<file path="config.mk">
export PLATFORM = sky130hd
export DESIGN_NAME = motion_update_broadcaster
export DESIGN_NICKNAME = d
export VERILOG_FILES = /design/src/rtl/md_pkg.sv /design/src/rtl/pos_wrap_cell_calc.sv /design/src/rtl/motion_update_broadcaster.sv
export SDC_FILE = /design/constraint.sdc
export NUM_CORES = 1
export LEC_CHECK = 0
export CAP_MARGIN = 20
export CORE_MARGIN = 2
export CORE_UTILIZATION = 55
export DETAILED_ROUTE_END_ITERATION = 12
export DONT_BUFFER_PORTS = 1
export PLACE_DENSITY = 0.78
export SLEW_MARGIN = 20
export SYNTH_ARGS = -nofsm -noshare
export SYNTH_HDL_FRONTEND = slang
export SYNTH_HIERARCHICAL = 1
export SYNTH_SLANG_ARGS = --single-unit
</file>
<file path="constraint.sdc">
create_clock -name clk -period 12.6 [get_ports clk]
set_clock_uncertainty 0.2 [all_clocks]
set_input_delay 2.52 -clock clk [delete_from_list [all_inputs] [get_ports clk]]
set_output_delay 2.52 -clock clk [all_outputs]
set_load 0.005 [all_outputs]
</file>
<file path="src/rtl/md_pkg.sv">
// Shared definitions for the motion-update broadcast path: the FSM state
// encoding, the default fixed-point coordinate geometry, and the cell-ID
// pack/unpack helpers.
package md_pkg;

  localparam int COORD_WIDTH = 32;
  localparam int CELL_W      = 4;
  localparam int FRAC_WIDTH  = COORD_WIDTH - CELL_W;

  typedef enum logic [3:0] {
    S_IDLE,
    S_EN_ON,
    S_RD_NUM,
    S_WAIT_NUM,
    S_STREAM,
    S_DRAIN,
    S_NEXT_CELL,
    S_FLUSH,
    S_DONE
  } state_e;

  typedef struct packed {
    logic [CELL_W-1:0] x;
    logic [CELL_W-1:0] y;
    logic [CELL_W-1:0] z;
  } cell_id_t;

  function automatic logic [3*CELL_W-1:0] pack_cell(input logic [CELL_W-1:0] x,
                                                    input logic [CELL_W-1:0] y,
                                                    input logic [CELL_W-1:0] z);
    return {x, y, z};
  endfunction

  function automatic cell_id_t unpack_cell(input logic [3*CELL_W-1:0] id);
    return cell_id_t'(id);
  endfunction

endpackage

</file>
<file path="src/rtl/pos_wrap_cell_calc.sv">
// One axis of the position update: adds a signed displacement to an
// unsigned fixed-point coordinate, wraps it periodically into
// [0, NUM_CELL) cells and reports the 1-based destination cell index.
// Purely combinational; the caller registers the results.
module pos_wrap_cell_calc
  import md_pkg::*;
#(
  parameter int COORD_W  = COORD_WIDTH,
  parameter int FRAC_W   = FRAC_WIDTH,
  parameter int NUM_CELL = 3
) (
  input  logic [COORD_W-1:0]        pos_i,
  input  logic [COORD_W-1:0]        disp_i,
  output logic [COORD_W-1:0]        wrapped_o,
  output logic [COORD_W-FRAC_W-1:0] cell_o
);

  localparam int CIW = COORD_W - FRAC_W;

  // Box length in fixed point; only the low COORD_W bits are needed since
  // the wrap result is always back inside the box.
  localparam logic [COORD_W-1:0] SPAN = {CIW'(NUM_CELL), {FRAC_W{1'b0}}};

  logic signed [COORD_W:0] sum;
  logic [COORD_W-1:0]      wrapped;

  assign sum = $signed({1'b0, pos_i}) + $signed({disp_i[COORD_W-1], disp_i});

  // Periodic wrap: a displacement is below one cell, so one correction suffices.
  always_comb begin
    wrapped = sum[COORD_W-1:0];
    if (sum[COORD_W]) begin
      wrapped = sum[COORD_W-1:0] + SPAN;
    end else if (sum[COORD_W-1:FRAC_W] >= CIW'(NUM_CELL)) begin
      wrapped = sum[COORD_W-1:0] - SPAN;
    end
  end

  assign wrapped_o = wrapped;
  assign cell_o    = wrapped[COORD_W-1:FRAC_W] + CIW'(1);

endmodule

</file>
<file path="src/rtl/motion_update_broadcaster.sv">
// Source end of the motion-update broadcast bus. Walks every cell cache in
// x/y/z order, reads the particle count and then each particle, applies the
// displacement with periodic wrap and broadcasts the new position together
// with its destination cell. Enable is held across the whole walk so the
// double-buffered caches swap only once, after a short flush.
module motion_update_broadcaster
  import md_pkg::*;
#(
  parameter int DATA_WIDTH    = 3 * COORD_WIDTH,
  parameter int ADDR_WIDTH    = 8,
  parameter int CELL_ID_WIDTH = CELL_W,
  parameter int NUM_CELL_X    = 3,
  parameter int NUM_CELL_Y    = 3,
  parameter int NUM_CELL_Z    = 2
) (
  input  logic                       clk,
  input  logic                       rst,
  input  logic                       start,
  output logic [3*CELL_ID_WIDTH-1:0] out_rd_cell,
  output logic [ADDR_WIDTH-1:0]      out_read_address,
  output logic                       out_rden,
  input  logic [DATA_WIDTH-1:0]      in_pos_data,
  input  logic [DATA_WIDTH-1:0]      in_disp_data,
  output logic                       out_motion_update_enable,
  output logic [DATA_WIDTH-1:0]      out_data,
  output logic [3*CELL_ID_WIDTH-1:0] out_data_dst_cell,
  output logic                       out_data_valid,
  output logic                       out_done
);

  localparam int CW  = DATA_WIDTH / 3;
  localparam int FW  = CW - CELL_ID_WIDTH;
  localparam int CIW = CELL_ID_WIDTH;
  localparam logic [CW-1:0] MAX_ADDR = CW'({ADDR_WIDTH{1'b1}});

  state_e                 state_q;
  logic [CIW-1:0]         cx_q, cy_q, cz_q;
  logic [CIW-1:0]         nx_d, ny_d, nz_d;
  logic                   last_cell_d;
  logic [3*CIW-1:0]       rd_cell_q;
  logic [ADDR_WIDTH-1:0]  addr_q, n_q, n_d;
  logic                   rden_q, en_q, done_q, drain_q;
  logic [1:0]             flush_q;
  logic                   vld_p0_q, vld_p1_q;
  logic [DATA_WIDTH-1:0]  data_q;
  logic [3*CIW-1:0]       dst_q;
  logic                   valid_q;
  logic [CW-1:0]          wx, wy, wz;
  logic [CIW-1:0]         dx, dy, dz;

  // Next cell in walk order (z fastest, then y, then x) and last-cell flag.
  always_comb begin
    nx_d        = cx_q;
    ny_d        = cy_q;
    nz_d        = cz_q + CIW'(1);
    last_cell_d = (cx_q == CIW'(NUM_CELL_X)) && (cy_q == CIW'(NUM_CELL_Y)) &&
                  (cz_q == CIW'(NUM_CELL_Z));
    if (cz_q == CIW'(NUM_CELL_Z)) begin
      nz_d = CIW'(1);
      ny_d = cy_q + CIW'(1);
      if (cy_q == CIW'(NUM_CELL_Y)) begin
        ny_d = CIW'(1);
        nx_d = cx_q + CIW'(1);
      end
    end
  end

  // Particle count from the address-0 word, clamped to the addressable range.
  always_comb begin
    if (in_pos_data[CW-1:0] > MAX_ADDR) n_d = {ADDR_WIDTH{1'b1}};
    else                                n_d = in_pos_data[ADDR_WIDTH-1:0];
  end

  // Walk controller: cell pointer, read address, enable, drain/flush timing.
  always_ff @(posedge clk or posedge rst) begin
    if (rst) begin
      state_q   <= S_IDLE;
      cx_q      <= CIW'(1);
      cy_q      <= CIW'(1);
      cz_q      <= CIW'(1);
      rd_cell_q <= '0;
      addr_q    <= '0;
      n_q       <= '0;
      rden_q    <= 1'b0;
      vld_p0_q  <= 1'b0;
      en_q      <= 1'b0;
      done_q    <= 1'b0;
      drain_q   <= 1'b0;
      flush_q   <= '0;
    end else begin
      case (state_q)
        S_IDLE: begin
          if (start) begin
            state_q   <= S_EN_ON;
            en_q      <= 1'b1;
            cx_q      <= CIW'(1);
            cy_q      <= CIW'(1);
            cz_q      <= CIW'(1);
            rd_cell_q <= pack_cell(CIW'(1), CIW'(1), CIW'(1));
          end
        end
        S_EN_ON: begin
          state_q <= S_RD_NUM;
          rden_q  <= 1'b1;
          addr_q  <= '0;
        end
        S_RD_NUM: begin
          state_q <= S_WAIT_NUM;
          rden_q  <= 1'b0;
        end
        S_WAIT_NUM: begin
          n_q <= n_d;
          if (n_d == '0) begin
            state_q <= S_NEXT_CELL;
          end else begin
            state_q  <= S_STREAM;
            rden_q   <= 1'b1;
            vld_p0_q <= 1'b1;
            addr_q   <= ADDR_WIDTH'(1);
          end
        end
        S_STREAM: begin
          if (addr_q == n_q) begin
            state_q  <= S_DRAIN;
            rden_q   <= 1'b0;
            vld_p0_q <= 1'b0;
            addr_q   <= '0;
            drain_q  <= 1'b0;
          end else begin
            addr_q <= addr_q + ADDR_WIDTH'(1);
          end
        end
        S_DRAIN: begin
          if (drain_q) state_q <= S_NEXT_CELL;
          drain_q <= 1'b1;
        end
        S_NEXT_CELL: begin
          if (last_cell_d) begin
            state_q <= S_FLUSH;
            en_q    <= 1'b0;
            flush_q <= '0;
          end else begin
            state_q   <= S_RD_NUM;
            cx_q      <= nx_d;
            cy_q      <= ny_d;
            cz_q      <= nz_d;
            rd_cell_q <= pack_cell(nx_d, ny_d, nz_d);
            rden_q    <= 1'b1;
            addr_q    <= '0;
          end
        end
        S_FLUSH: begin
          if (flush_q == 2'd2) begin
            state_q <= S_DONE;
            done_q  <= 1'b1;
          end else begin
            flush_q <= flush_q + 2'd1;
          end
        end
        S_DONE: begin
          state_q   <= S_IDLE;
          done_q    <= 1'b0;
          rd_cell_q <= '0;
        end
        default: state_q <= S_IDLE;
      endcase
    end
  end

  pos_wrap_cell_calc #(.COORD_W(CW), .FRAC_W(FW), .NUM_CELL(NUM_CELL_X)) u_calc_x (
    .pos_i(in_pos_data[CW-1:0]), .disp_i(in_disp_data[CW-1:0]),
    .wrapped_o(wx), .cell_o(dx)
  );
  pos_wrap_cell_calc #(.COORD_W(CW), .FRAC_W(FW), .NUM_CELL(NUM_CELL_Y)) u_calc_y (
    .pos_i(in_pos_data[2*CW-1:CW]), .disp_i(in_disp_data[2*CW-1:CW]),
    .wrapped_o(wy), .cell_o(dy)
  );
  pos_wrap_cell_calc #(.COORD_W(CW), .FRAC_W(FW), .NUM_CELL(NUM_CELL_Z)) u_calc_z (
    .pos_i(in_pos_data[3*CW-1:2*CW]), .disp_i(in_disp_data[3*CW-1:2*CW]),
    .wrapped_o(wz), .cell_o(dz)
  );

  // Valid pipe stage p1: particle readout is present on in_pos_data.
  always_ff @(posedge clk or posedge rst) begin
    if (rst) vld_p1_q <= 1'b0;
    else     vld_p1_q <= vld_p0_q;
  end

  // Output register: broadcast word, zeroed whenever it is not valid.
  always_ff @(posedge clk or posedge rst) begin
    if (rst) begin
      data_q  <= '0;
      dst_q   <= '0;
      valid_q <= 1'b0;
    end else begin
      valid_q <= vld_p1_q;
      if (vld_p1_q) begin
        data_q <= {wz, wy, wx};
        dst_q  <= pack_cell(dx, dy, dz);
      end else begin
        data_q <= '0;
        dst_q  <= '0;
      end
    end
  end

  assign out_rd_cell              = rd_cell_q;
  assign out_read_address         = addr_q;
  assign out_rden                 = rden_q;
  assign out_motion_update_enable = en_q;
  assign out_data                 = data_q;
  assign out_data_dst_cell        = dst_q;
  assign out_data_valid           = valid_q;
  assign out_done                 = done_q;

endmodule

</file>
## Word-level counts from Yosys, hierarchy flattened

Cells that the tools add are included.

- Flip-flop bits (word level): 161
- Input port bits: 195
- Output and inout bits: 132
- Logic and storage cells: 129

- $add $sub $neg: 17
- $lt $le $gt $ge: 4
- Eq/ne operators: 21
- Muxes and demuxes: 48
- Reductions and logical operators: 22

Operators by type and width:

| kind | count |
|---|---|
| $mux W32 | 6 |
| $add A33 B32 Y33 | 3 |
| $add A32 B30 Y32 const B | 3 |
| $mux W96 | 1 |
| $sub A32 B30 Y32 const B | 3 |
| $mux W4 | 12 |
| $mux W12 | 3 |
| $pmux W12 S3 | 1 |
| $gt A32 B8 Y1 const B | 1 |
| $mux W8 | 4 |
| $pmux W4 S8 | 1 |
| $pmux W8 S4 | 1 |
| $add A4 B1 Y4 const B | 6 |
| $pmux W4 S2 | 3 |
| $eq A4 B2 Y1 const B | 5 |
| $reduce_and A3 Y1 | 6 |
| $eq A4 B3 Y1 const B | 4 |
| $ne A2 B2 Y1 const B | 8 |
| $ge A4 B2 Y1 const B | 3 |
| $reduce_bool A2 Y1 | 5 |
| $add A8 B1 Y8 const B | 1 |
| $eq A8 B8 Y1 | 1 |
| $logic_not A8 Y1 | 1 |
| $pmux W1 S2 | 4 |
| other kinds (16) | 26 |

## Longest topological paths before layout

Gate-level depths: netlist of run 1.

- Depth in word-level cells: 6
- Gate-level depth with buffers: 16
- Depth with buffers taken out: 16

## By module

The synthesis of run 1 kept the hierarchy.

By module, submodules not included:

| module | instances | cells an instance | area each (µm²) | sequential area each (µm²) |
|---|---|---|---|---|
| motion_update_broadcaster | 1 | 530 | 6,241.0 | 4,032.6 |
| pos_wrap_cell_calc (u_calc_x ...) | 2 | 308 | 2,217.1 | 0.0 |
| pos_wrap_cell_calc (u_calc_z) | 1 | 269 | 2,009.4 | 0.0 |

## Least setup slack after synthesis of run 1

Ideal clock, no wire load.

- Path kind: input-to-reg
- From: in in_pos_data[26]
- To: reg dst_q[11] (netlist: out_data_dst_cell[11])
- Setup time: 0.119 ns
- Arrival: 5.591 ns
- Data required time: 12.281 ns
- Setup slack: 6.690 ns
- Stages on the path: 15
- Buffers on the path: 1
- Cells stage by stage: ha_1 and3_1 buf_4 nand2_1 or3_1 or3_1 o21ba_2 xnor2_4 inv_2 ha_1 or4_1 o31ai_1 o22ai_1 xnor2_1 and2_1

- Longest elaborated chain between the ends: 6
- Elaborated cells on any way between the ends: 8
- Those cells by class: add/sub: 4; order compare: 1; mux: 3

Ends and longest elaborated chain:

| item | RTL line | RTL |
|---|---|---|
| start, declared | motion_update_broadcaster.sv:22 | `input logic [DATA_WIDTH-1:0] in_pos_data,` |
| $add A33 B32 Y33 (*) | pos_wrap_cell_calc.sv:27 | `assign sum = $signed({1'b0, pos_i}) + $signed({disp_i[COORD_W-1], disp_i});` |
| $sub A32 B30 Y32 or $ge A4 B2 Y1 (tied branches) | pos_wrap_cell_calc.sv:35, pos_wrap_cell_calc.sv:34 |  |
| $mux W32 | pos_wrap_cell_calc.sv:34 | `end else if (sum[COORD_W-1:FRAC_W] >= CIW'(NUM_CELL)) begin` |
| $mux W32 (*) | pos_wrap_cell_calc.sv:32 | `if (sum[COORD_W]) begin` |
| $add A4 B1 Y4 (*) | pos_wrap_cell_calc.sv:40 | `assign cell_o = wrapped[COORD_W-1:FRAC_W] + CIW'(1);` |
| via dx[3] | motion_update_broadcaster.sv:49 | `logic [CIW-1:0] dx, dy, dz;` |
| $mux W12 (*) | motion_update_broadcaster.sv:197 | `if (vld_p1_q) begin` |
| end signal, assigned | motion_update_broadcaster.sv:199 | `dst_q <= pack_cell(dx, dy, dz);` |
| end, declared | motion_update_broadcaster.sv:46 | `logic [3*CIW-1:0] dst_q;` |

The timed path passes the listed nets; every way through them passes the cells marked *.
A chain may end at the register's enable or synchronous reset.

## Worst setup path in the final report of run 1

- From: in in_pos_data[24]
- To: reg dst_q[11] (netlist: out_data_dst_cell[11])

Same word-level chain as after synthesis.

==> flow_metrics.env, run 1 <==
export IMPL_io_pins=327
export IMPL_whs_ns=0.210
export IMPL_fin_crit_ns=5.79
export IMPL_ctsResizeCount=0
export IMPL_postRouteAntennaNets=0
export IMPL_grt_util_all_layers=0.251
export IMPL_rr_startpoint="cz_q[0]"
export IMPL_worstSkewPairLatency_ns=0.43
export IMPL_path_max_fanout=6
export IMPL_slew_violations=0
export IMPL_core_area_sq_um=22600
export IMPL_gp_congestion=0.953
export IMPL_finalNetCount=1691
export IMPL_reg2reg_depth=7
export IMPL_fin_ws_ns=6.81
export IMPL_route_detailed_drc=0
export IMPL_yosys_warnings=6
export IMPL_syn_inst=1415
export IMPL_synth_edf_count=0
export IMPL_drt_iter0_drc=694
export IMPL_routedWlPerCell_um=18.6
export IMPL_multiInputGateArea_sq_um=8190
export IMPL_synth_ff_type="dfrtp_1"
export IMPL_worstPathCellList="ha_1, and3_1, nand2_1, or3_1, or3_1, o21ba_2, xnor2_4, inv_2, ha_1, or4_1, o31ai_1, o22ai_1, xnor2_1, and2_1"
export IMPL_antenna_found_initial=0
export IMPL_final_seq_area_sq_um=4030
export IMPL_power_density_nw_per_um2=129
export IMPL_die_area_sq_um=24300
export IMPL_finalSetupTns_ns=0
export IMPL_p_leak_nw=5.74
export IMPL_synth_avg_cell_area_sq_um=8.96
export IMPL_drt_vias_per_instance=6.20
export IMPL_postLayoutCellArea_sq_um=13400
export IMPL_rsz0062_at_grt="false"
export IMPL_min_period_over_period=0.460
export IMPL_root_buffer="clkbuf_16"
export IMPL_total_power_mw=1.72
export IMPL_clkSinkCount=161
export IMPL_tightest_slew_ns=1.03
export IMPL_io_buffers=0
export IMPL_wirelength_um=31300
export IMPL_setup_viol=0
export IMPL_cts_buffer_depth=2
export IMPL_layout_common_cells="dfrtp_1, a21oi_1, and2_1"
export IMPL_clkTransAtPathRegs_ns=0.07
export IMPL_grt_pass1_wl_um=49700
export IMPL_cp_end_kind="flop"
export IMPL_area_delta_synth_final_pct=5.33
export IMPL_h_tree_depth=4
export IMPL_final_fill_count=1983
export IMPL_maxSlewHeadroom=0.309
export IMPL_r2r_setup_slack_ns=9.72
export IMPL_slowest_delay_ns=0.54
export IMPL_yosysSeqAreaShare=0.318
export IMPL_min_to="vld_p1_q"
export IMPL_grt_max_degree=85
export IMPL_chipWidth_um=156
export IMPL_irDropWorstVdd_mv=0.0800
export IMPL_postCtsHoldBufs=0
export IMPL_slowest_stage="or4_1"
export IMPL_place_ws_ns=6.44
export IMPL_cp_required_ns=12.71
export IMPL_synth_seq_cells=161
export IMPL_post_cts_buffers=0
export IMPL_yosys_cell_types_count=102
export IMPL_layout_commonest_cell="dfrtp_1"
export IMPL_place_area_sq_um=12700
export IMPL_drive_gt1_frac=0.0873
export IMPL_numCtsBuffers=17
export IMPL_die_y_um=156
export IMPL_cts_tree="built"
export IMPL_rows=55
export IMPL_initial_core_util=0.560
export IMPL_synthArstFlopShare=1.00
export IMPL_status="completed"
export IMPL_path_class="in2reg"
export IMPL_synth_nets=1721
export IMPL_grt_pass1_vias=10000
export IMPL_overflow=0
export IMPL_drv_cap=0
export IMPL_cp_arrival_ns=5.90
export IMPL_firstDrtPassIters=5
export IMPL_diodes=0
export IMPL_hold_violations=0
export IMPL_hold_path_class="reg2reg"
export IMPL_min_delay_start="vld_p0_q"
export IMPL_min_path_cells=0
export IMPL_routed_via_count=10400
export IMPL_synth_area_sq_um=12700
export IMPL_fmax_mhz=173
export IMPL_place_hpwl_um=24200
export IMPL_critPathLaunchType="input port"
export IMPL_r2r_end="cx_q[1]"
flip-flops by register name, indices dropped and copies added, names as in the netlist, 2 cells and up:
register	count
cx_q	4
cy_q	4
cz_q	4
flush_q	2
n_q	8
out_data	96
out_data_dst_cell	12
out_rd_cell	12
out_read_address	8
state_q	4
layout make-up:
class / instances / area share
Multi-Input combinational cell: 1163 / 0.613
Sequential cell: 161 / 0.302
Clock buffer: 17 / 0.0318
Tap cell: 285 / 0.0267
Clock inverter: 15 / 0.0137
Inverter: 39 / 0.0113
Timing Repair Buffer: 3 / 0.00169
per-layer routing:
metal	track usage	vias to the layer above	routed length [um]
met4	0.0769	0	686
li1	-	5025	-
met3	0.0619	50	2550
met1	0.318	4940	13200
met2	0.426	421	14800
met5	0	-	0
per-stage QoR:
step	std cells	util
detailed placement	1651	0.563
floorplan	1415	-
finish	1683	0.590
global placement	1651	0.563
global route	1683	0.590
CTS	1683	0.590
report_power, final:
group | internal (mW) | total, mW | switching (mW)
clock | 0.270 | 0.526 | 0.257
combinational | 0.230 | 0.506 | 0.276
sequential | 0.611 | 0.687 | 0.0753
worst max-delay path: cells and delay by family:
family | cells | cell delay (ns)
buffers and inverters | 1 | 0.06
AND/OR/NAND/NOR | 6 | 1.80
adder cells (fa/ha/maj) | 2 | 0.68
XOR/XNOR | 2 | 0.34
AO/OA/AOI/OAI | 3 | 0.49
cells in the mapped netlist (all sizes together), types with 9 or more instances:
cell | number | area [sq um]
nand2 | 117 | 447
nand4 | 24 | 169
nor3b | 9 | 77.6
or2 | 12 | 80.1
nand2b | 11 | 68.8
a21boi | 9 | 71.3
o21ai | 83 | 434
clkbuf | 28 | 125
o211ai | 16 | 130
a21o | 35 | 263
nor4 | 15 | 109
nor3 | 24 | 153
or3 | 13 | 91.3
dfrtp | 158 | 3950
and2 | 122 | 766
nor2 | 103 | 399
buf | 24 | 196
a211oi | 20 | 203
nor2b | 12 | 75.1
a21oi | 134 | 704
o31ai | 15 | 140
xnor2 | 68 | 659
xor2 | 43 | 384
o21bai | 14 | 128
nand3 | 45 | 245
inv | 39 | 146
ha | 108 | 1350
worst max-delay path by stage:
| stage | from | to | depth (start not counted) | slack [ns] |
|---|---|---|---|---|
| after global routing | in_pos_data[32] | out_data_dst_cell[7] | 15 | 6.61 |
| after CTS | in_pos_data[24] | out_data_dst_cell[11] | 14 | 6.87 |
| after global placement | in_pos_data[26] | out_data_dst_cell[11] | 14 | 6.50 |
| after detailed placement | in_pos_data[24] | out_data_dst_cell[11] | 14 | 6.44 |
| final | in_pos_data[24] | out_data_dst_cell[11] | 14 | 6.81 |
| after floorplan | rst | cx_q[1] | 1 | 5.54 |
kinds of logic (layout without fill, tap and decap cells):
logic type | count (synthesis) | in the layout | share of synthesized area
AOI/OAI and AO/OA | 400 | 400 | 0.216
xor gates and xnor gates | 111 | 111 | 0.0823
muxes | 11 | 11 | 0.00947
adders and majority gates | 111 | 111 | 0.111
buffers and inverters | 91 | 74 | 0.0369
and+or+nand+nor | 530 | 530 | 0.226
DFF | 161 | 161 | 0.318
Note: power is estimated with default switching activity, not from simulation.
==> inputs of run 2 (changes only) <==
Settings changed: PLACE_DENSITY 0.78 to 0.81.
Clock period 12.6 ns to 5.1 ns, I/O delays scaled along.
==> run 2 against run 1 <==
Effect of this change: via count rose by 1.1%; clock power rose by 150%; core utilization rose by 0.088 points; critical path type unchanged; largest power group unchanged; global-route usage rose by 0.28 points; worst hold slack improved by 0.0044 ns; critical path depth did not move; total power rose by 150%; combinational power rose by 150%; final area rose by 0.15%; register-to-register slack got worse by 7.6 ns.
==> flow_metrics.env, run 2 (synthesized netlist as in run 1, its figures left out) <==
export IMPL_initial_core_util=0.560
export IMPL_slowest_stage="or4_1"
export IMPL_firstDrtPassIters=5
export IMPL_status="completed"
export IMPL_net_switching_power_mw=1.52
export IMPL_overflow=0
export IMPL_postCtsHoldBufs=0
export IMPL_largest_reg_flops=96
export IMPL_slew_violations=0
export IMPL_crit_family="simple AND/OR/NAND/NOR gates"
export IMPL_layout_commonest_cell="dfrtp_1"
export IMPL_internal_power_mw=2.75
export IMPL_path_buf_inv=1
export IMPL_fin_crit_ns=4.29
export IMPL_min_path_cells=0
export IMPL_critPathLaunchType="input port"
export IMPL_chipWidth_um=156
export IMPL_drive_gt1_frac=0.0879
export IMPL_finalSetupTns_ns=0
export IMPL_diodes=0
export IMPL_io_pins=327
export IMPL_routed_via_count=10500
export IMPL_clkTransAtPathRegs_ns=0.07
export IMPL_worstSkewPairLatency_ns=0.44
export IMPL_fin_ws_ns=0.808
export IMPL_layout_common_cells="dfrtp_1, a21oi_1, and2_1"
export IMPL_fin_cells=1685
export IMPL_postRouteAntennaNets=0
export IMPL_dp_cells=1653
export IMPL_switching_share=0.356
export IMPL_gp_congestion=0.955
export IMPL_hold_path_class="reg2reg"
export IMPL_maxSlewHeadroom=0.291
export IMPL_cts_buffer_depth=2
export IMPL_min_delay_start="vld_p0_q"
export IMPL_ctsResizeCount=0
export IMPL_place_ws_ns=0.429
export IMPL_setup_viol=0
export IMPL_slowest_delay_ns=0.53
export IMPL_fmax_mhz=233
export IMPL_cts_tree="built"
export IMPL_grt_pass1_vias=9979
export IMPL_grt_max_degree=129
export IMPL_cp_arrival_ns=4.40
export IMPL_path_class="in2reg"
export IMPL_cp_required_ns=5.21
export IMPL_core_area_sq_um=22600
export IMPL_hold_violations=0
export IMPL_r2r_end="cx_q[1]"
export IMPL_path_max_fanout=6
export IMPL_clkSinkCount=161
export IMPL_power_density_nw_per_um2=319
export IMPL_min_to="vld_p1_q"
export IMPL_drv_cap=0
export IMPL_total_power_mw=4.27
export IMPL_min_period_over_period=0.842
export IMPL_routedWlPerCell_um=18.9
export IMPL_numCtsBuffers=17
export IMPL_drt_vias_per_instance=6.26
export IMPL_finalNetCount=1693
export IMPL_irDropWorstVdd_mv=0.224
export IMPL_p_leak_nw=5.75
export IMPL_root_buffer="clkbuf_16"
export IMPL_seq_power_share=0.397
export IMPL_grt_pass1_wl_um=50100
export IMPL_wirelength_um=31900
export IMPL_h_tree_depth=4
export IMPL_route_detailed_drc=0
export IMPL_antenna_found_initial=0
export IMPL_place_hpwl_um=24500
export IMPL_tightest_slew_ns=1.06
export IMPL_rr_startpoint="cz_q[0]"
export IMPL_rsz0062_at_grt="false"
export IMPL_die_area_sq_um=24300
export IMPL_worstPathCellList="ha_1, and3_1, nand2_1, or3_1, or3_1, o21ba_2, xnor2_4, inv_2, ha_1, or4_1, o31ai_1, o22ai_1, xnor2_1, and2_1"
export IMPL_p_clk_frac=0.306
export IMPL_r2r_setup_slack_ns=2.17
export IMPL_whs_ns=0.214
export IMPL_die_y_um=156
export IMPL_io_buffers=0
export IMPL_final_fill_count=1934
export IMPL_grt_util_all_layers=0.254
export IMPL_combPwrFrac=0.296
export IMPL_area_delta_synth_final_pct=5.48
export IMPL_drt_iter0_drc=786
export IMPL_cp_end_kind="flop"
export IMPL_post_cts_buffers=0
export IMPL_reg2reg_depth=7
export IMPL_rows=55
[run 2: cell types whose count changed in the layout (fill, tap and decap cells not counted)]
cell	change
inv_8	+2
clkinvlp_4	+1
clkinv_8	-1
o21bai_2	-1
inv_6	-2
buf_12	+1
buf_4	+1
o21bai_1	+1
[run 2: per-layer routing]
metal / share of wire / vias up / track usage
met5: 0 / - / 0
li1: - / 5033 / -
met3: 0.079 / 58 / 0.0622
met2: 0.49 / 447 / 0.439
met4: 0.019 / 0 / 0.0699
met1: 0.42 / 5009 / 0.318
[run 2: worst max path at each step]
| stage | start | end | slack, ns | cells past startpoint |
|---|---|---|---|---|
| 3_5_place_dp | in_pos_data[0] | out_data_dst_cell[11] | 0.43 | 15 |
| 4_1_cts | in_pos_data[0] | out_data_dst_cell[11] | 0.87 | 15 |
| 6_report | in_pos_data[26] | out_data_dst_cell[11] | 0.81 | 14 |
| 2_1_floorplan | in_pos_data[26] | out_data_dst_cell[11] | 0.69 | 15 |
| 3_3_place_gp | in_pos_data[26] | out_data_dst_cell[11] | 0.51 | 14 |
| 5_1_grt | in_pos_data[0] | out_data_dst_cell[11] | 0.59 | 15 |
[run 2: worst reg2reg max path, cell delays in order (launching register included)]
cell	delay [ns]
dfstp_2	0.40
inv_1	0.07
ha_1	0.13
nor3b_2	0.68
nand3_1	0.46
a21boi_2	0.50
nor3_1	0.12
a22o_1	0.26
[run 2: cell type report]
class	instances	area [sq um]	share of cell area
multi-input cells	1163	8180	0.612
flip-flops and latches	161	4030	0.301
clock buffers	17	425	0.0318
well taps	285	357	0.0267
clock inverters	15	180	0.0135
inverters	39	150	0.0112
repair buffers	5	50.0	0.00374
[run 2: stage by stage]
| stage | utilization | area (sq um) |
|---|---|---|
| final | 0.591 | 13400 |
| after CTS | 0.591 | 13400 |
| after floorplan | - | 12700 |
| after global routing | 0.591 | 13400 |
| after global placement | 0.564 | 12800 |
| after detailed placement | 0.564 | 12800 |
[run 2: power groups by stage]
| stage | clock network, mW | logic (mW) | registers (mW) |
|---|---|---|---|
| 6_report | 1.31 | 1.26 | 1.70 |
| 3_5_place_dp | 0 | 1.24 | 1.73 |
| 3_3_place_gp | 0 | 1.21 | 1.73 |
| 4_1_cts | 1.33 | 1.25 | 1.70 |
| 2_1_floorplan | 0 | 1.05 | 1.64 |
| 5_1_grt | 1.39 | 1.40 | 1.72 |
